File: config.mk
export PLATFORM = sky130hd
export DESIGN_NAME = serial_adder_flat
export DESIGN_NICKNAME = d
export VERILOG_FILES = /design/src/rtl/serial_adder_if.sv /design/src/rtl/serial_adder.sv /design/src/flat_wrapper.sv
export SDC_FILE = /design/constraint.sdc
export NUM_CORES = 1
export LEC_CHECK = 0
export ABC_AREA = 1
export BUFFER_PORTS_ARGS = -buffer_cell sky130_fd_sc_hd__buf_2
export CAP_MARGIN = 30
export CORE_MARGIN = 10
export CORE_UTILIZATION = 58
export DETAILED_ROUTE_END_ITERATION = 7
export PLACE_DENSITY = 0.83
export SLEW_MARGIN = 20
export SYNTH_ARGS = -nofsm -noshare
export SYNTH_HDL_FRONTEND = slang
export SYNTH_SLANG_ARGS = --single-unit
File: constraint.sdc
create_clock -name clk -period 4.05 [get_ports clk]
set_input_delay 0.6075 -clock clk [delete_from_list [all_inputs] [get_ports clk]]
set_output_delay 0.6075 -clock clk [all_outputs]
set_load 0.05 [all_outputs]
File: src/rtl/serial_adder_if.sv
// serial_adder_if: start/busy/done handshake and operand/result bundle (sub only with SERIAL_ADDER_SUB_EN)
interface serial_adder_if #(parameter int WIDTH = 8);
  logic start;
  logic [WIDTH-1:0] a;
  logic [WIDTH-1:0] b;
  logic cin;
`ifdef SERIAL_ADDER_SUB_EN
  logic sub;
`endif
  logic busy;
  logic done;
  logic [WIDTH-1:0] sum;
  logic cout;
  logic overflow;
`ifdef SERIAL_ADDER_SUB_EN
  modport master (output start, a, b, cin, sub, input busy, done, sum, cout, overflow);
  modport slave (input start, a, b, cin, sub, output busy, done, sum, cout, overflow);
`else
  modport master (output start, a, b, cin, input busy, done, sum, cout, overflow);
  modport slave (input start, a, b, cin, output busy, done, sum, cout, overflow);
`endif
endinterface

File: src/rtl/serial_adder.sv
// serial_adder: WIDTH-bit adder, DIGIT bits per clock LSB first; SERIAL_ADDER_SUB_EN adds subtract mode
module serial_adder #(
  parameter int WIDTH = 8,
  parameter int DIGIT = 1
) (
  input logic clk,
  input logic rst,
  serial_adder_if.slave bus
);
  localparam int L = WIDTH / DIGIT;
  localparam int CW = $clog2(L + 1);
  typedef enum logic [1:0] {IDLE, RUN, DONE} state_t;
  state_t state_q, state_d;
  logic [WIDTH-1:0] a_q, a_d, b_q, b_d, sum_q, sum_d, b_lat;
  logic [CW-1:0] cnt_q, cnt_d;
  logic c_q, c_d, cout_q, cout_d, ovf_q, ovf_d, cin_lat;
  logic [DIGIT:0] dsum;
  logic cmsb, last, accept;
`ifdef SERIAL_ADDER_SUB_EN
  assign b_lat = bus.sub ? ~bus.b : bus.b;
  assign cin_lat = bus.sub ? ~bus.cin : bus.cin;
`else
  assign b_lat = bus.b;
  assign cin_lat = bus.cin;
`endif
  assign dsum = (DIGIT+1)'(a_q[DIGIT-1:0]) + (DIGIT+1)'(b_q[DIGIT-1:0]) + (DIGIT+1)'(c_q);
  assign cmsb = a_q[DIGIT-1] ^ b_q[DIGIT-1] ^ dsum[DIGIT-1];
  assign last = cnt_q == CW'(L - 1);
  assign accept = bus.start && state_q != RUN;
  assign bus.busy = state_q == RUN;
  assign bus.done = state_q == DONE;
  assign bus.sum = sum_q;
  assign bus.cout = cout_q;
  assign bus.overflow = ovf_q;
  always_comb begin
    state_d = state_q;
    a_d = a_q;
    b_d = b_q;
    c_d = c_q;
    sum_d = sum_q;
    cnt_d = cnt_q;
    cout_d = cout_q;
    ovf_d = ovf_q;
    if (accept) begin
      state_d = RUN;
      a_d = bus.a;
      b_d = b_lat;
      c_d = cin_lat;
      sum_d = '0;
      cnt_d = '0;
      cout_d = 1'b0;
      ovf_d = 1'b0;
    end else if (state_q == RUN) begin
      a_d = a_q >> DIGIT;
      b_d = b_q >> DIGIT;
      c_d = dsum[DIGIT];
      sum_d = WIDTH'({dsum[DIGIT-1:0], sum_q} >> DIGIT);
      cnt_d = cnt_q + CW'(1);
      state_d = last ? DONE : RUN;
      cout_d = last ? dsum[DIGIT] : cout_q;
      ovf_d = last ? dsum[DIGIT] ^ cmsb : ovf_q;
    end else if (state_q == DONE) begin
      state_d = IDLE;
    end
  end
  always_ff @(posedge clk) begin
    if (rst) begin
      state_q <= IDLE;
      a_q <= '0;
      b_q <= '0;
      c_q <= 1'b0;
      sum_q <= '0;
      cnt_q <= '0;
      cout_q <= 1'b0;
      ovf_q <= 1'b0;
    end else begin
      state_q <= state_d;
      a_q <= a_d;
      b_q <= b_d;
      c_q <= c_d;
      sum_q <= sum_d;
      cnt_q <= cnt_d;
      cout_q <= cout_d;
      ovf_q <= ovf_d;
    end
  end
endmodule

File: src/flat_wrapper.sv
// flat-port wrapper written by rule: the top's interface ports become plain ports
module serial_adder_flat 
#(
  parameter int WIDTH = 8,
  parameter int DIGIT = 1
)
  (clk, rst, bus_start, bus_a, bus_b, bus_cin, bus_busy, bus_done, bus_sum, bus_cout, bus_overflow);
  serial_adder_if #(.WIDTH(WIDTH)) bus_i ();
  input logic clk;
  input logic rst;
  input wire logic [$bits(bus_i.start)-1:0] bus_start;
  input wire logic [$bits(bus_i.a)-1:0] bus_a;
  input wire logic [$bits(bus_i.b)-1:0] bus_b;
  input wire logic [$bits(bus_i.cin)-1:0] bus_cin;
  output wire logic [$bits(bus_i.busy)-1:0] bus_busy;
  output wire logic [$bits(bus_i.done)-1:0] bus_done;
  output wire logic [$bits(bus_i.sum)-1:0] bus_sum;
  output wire logic [$bits(bus_i.cout)-1:0] bus_cout;
  output wire logic [$bits(bus_i.overflow)-1:0] bus_overflow;
  assign bus_i.start = bus_start;
  assign bus_i.a = bus_a;
  assign bus_i.b = bus_b;
  assign bus_i.cin = bus_cin;
  assign bus_busy = bus_i.busy;
  assign bus_done = bus_i.done;
  assign bus_sum = bus_i.sum;
  assign bus_cout = bus_i.cout;
  assign bus_overflow = bus_i.overflow;
  serial_adder #(.WIDTH(WIDTH), .DIGIT(DIGIT)) u_core (.clk(clk), .rst(rst), .bus(bus_i));
endmodule
==> flow_summary.toml <==
[grt]
grt_pass1_wl_um = 5690
grt_max_degree = 27
track_usage = 0.134
antenna_found_initial = 0
grt_pass1_vias = 1345
overflow = 0

[clock_network]
clk-insertion-delay-late_ns = 0.34
cts_buffers = 5
cts-root-buf = "clkbuf_4"
cts.sinks = 33
htree_num_levels = 2
cts_buffer_depth = 2
post_cts_buffers = 0
path_clk_slew_ns = 0.11
hold_buffers = 0
cts_tree = "done"
cts_resized = 0

[worst_setup_path]
end_kind = "output pin"
crit_arrival_ns = 1.34
crit_type = "reg2out"
crit_required_ns = 3.44
crit_path_start_kind = "flop"
worstPathMaxFanout = 4

[placement]
gp_congestion = 0.760
pre_cts_ws_ns = 2.27
detailed_place.area_um2 = 1750
hpwl_um = 2410
numPortBuffers = 31

[floorplanning]
initial_core_util = 0.599
coreArea_um2 = 2730
ios = 32
dieHeight_um = 73.1
fp.dieW_um = 73.1
rows = 19
die_area_um2 = 5350

[power_and_ir_drop]
p_leak_nw = 0.955
peakVddDrop_mv = 0.415
switching_share = 0.307
p_int_uw = 610
clkPwrFrac = 0.348
p_per_area_nw_per_um2 = 475
seq_power_share = 0.421
power.switching_uw = 270
combPwrFrac = 0.231

[timing]
final.period_utilization = 0.480
slew_headroom = 0.683
hold_violations = 0
period_needed_ns = 1.94
fin_skew_ns = 0.00368
max_freq_mhz = 515
setup_tns_ns = 0
finalMaxSlewViolations = 0
tightest_slew_ns = 0.475
setup_ws_ns = 2.11
rsz0062_at_grt = "false"
setup_viol = 0

[route]
wl_per_cell_um = 11.6
num_vias = 1508
topRoutingLayerUsed = "met4"
ant_nets = 0
routed_via_density = 5.03
drt-total-wl_um = 3480
met3WireLength_um = 209
wl_met1_um = 1630
wl_met2_um = 1580
drt-pass1-iter-count = 5
initialDrtViolationCount = 102
drcViolationCount = 0

[synth]
synth_area_um2 = 1640
ys_types = 24
syn-num-nets = 266
synth-seq-cells = 33
syn_inst = 241
synth.avg_cell_area_um2 = 6.79
ys_seq_area_frac = 0.404
ys_warn_count = 0

[cells_and_area]
fin_area_um2 = 1850
mostFrequentLayoutCells = "nand2_1, nand3_1, dfxtp_1"
layout-drive-gt1-share = 0.164
diodes = 0
syn_to_final_growth_pct = 13.2
nets = 293
final_common_cell = "nand2_1"

[hold_path]
min_path_type = "reg2reg"

[job]
drv_cap = 0

[status]
status = "completed"
metrics by stage:
stage / total power [mW] / util / instances / hold slack (ns)
global route: 0.929 / 0.678 / 300 / 0.488
CTS: 0.889 / 0.678 / 300 / 0.470
detailed placement: 0.579 / 0.640 / 292 / 0.453
floorplan: 0.549 / - / 241 / 0.439
global placement: 0.573 / 0.640 / 292 / 0.450
finish: 0.880 / 0.678 / 300 / 0.465
flip-flops by register name (all words and copies together), names as in the netlist:
signal and count:
u_core.cnt_q 4, u_core.c_q 1, u_core.a_q 8, u_core.b_q 8, u_core.bus.overflow 1, u_core.state_q 2, u_core.bus.cout 1, u_core.bus.sum 8
Yosys cell counts, drive strengths merged:
cell | count | area [um^2]
ha | 4 | 50.1
nand3 | 33 | 165
dfxtp | 33 | 661
nand2 | 74 | 288
o21a | 1 | 7.51
inv | 30 | 113
o211ai | 1 | 7.51
clkbuf | 1 | 3.75
nor2 | 29 | 116
buf | 10 | 76.3
nor3 | 1 | 5.00
fa | 1 | 20.0
and3 | 1 | 6.26
xor2 | 1 | 8.76
nand4 | 1 | 6.26
o21ai | 1 | 5.00
nor3b | 1 | 7.51
a21oi | 18 | 90.1
power by group through the flow:
stage	logic [mW]	clock network [mW]	registers, mW
floorplan	0.172	0	0.376
global placement	0.196	0	0.376
detailed placement	0.201	0	0.378
CTS	0.203	0.315	0.370
global route	0.230	0.325	0.374
finish	0.203	0.306	0.371
per-layer routing:
layer  GRT usage  vias up
li1            -      804
met1       0.149      663
met2       0.209       34
met3      0.0680        7
met4      0.0570        0
met5           0        -
worst paths after layout:
check	startpoint	endpoint	slack [ns]	cells after the start
max	u_core.state_q[1]$_SDFFE_PP0P_	bus_busy	2.11	3
min	u_core.bus.sum[0]$_SDFFE_PP0N_	u_core.bus.sum[0]$_SDFFE_PP0N_	0.47	2
max reg2reg	u_core.state_q[1]$_SDFFE_PP0P_	u_core.a_q[1]$_SDFFE_PP0P_	2.18	8
min reg2reg	u_core.bus.sum[0]$_SDFFE_PP0N_	u_core.bus.sum[0]$_SDFFE_PP0N_	0.47	2
critical path, cell delays in order (launching register included):
cell and delay [ns]:
dfxtp_1 0.33, inv_1 0.09, ha_1 0.27, buf_2 0.31
cells by family (layout without fill, tap and decap cells):
logic type / after synthesis / count (layout) / synth area share
AOI/OAI and AO/OA: 21 / 21 / 0.0673
xor gates and xnor gates: 1 / 1 / 0.00535
adders and majority gates: 5 / 5 / 0.0428
buffers and inverters: 41 / 69 / 0.118
DFF: 33 / 33 / 0.404
and+or+nand+nor: 140 / 140 / 0.363
final cells by class:
| class | count | area [um^2] |
|---|---|---|
| multi-input combinational | 167 | 783 |
| fill | 247 | 881 |
| tap | 31 | 38.8 |
| timing repair buffer | 31 | 155 |
| clock inverter | 3 | 65.1 |
| inverter | 30 | 113 |
| clock buffer | 5 | 37.5 |
| sequential | 33 | 661 |
(Power assumes the default switching activity.)
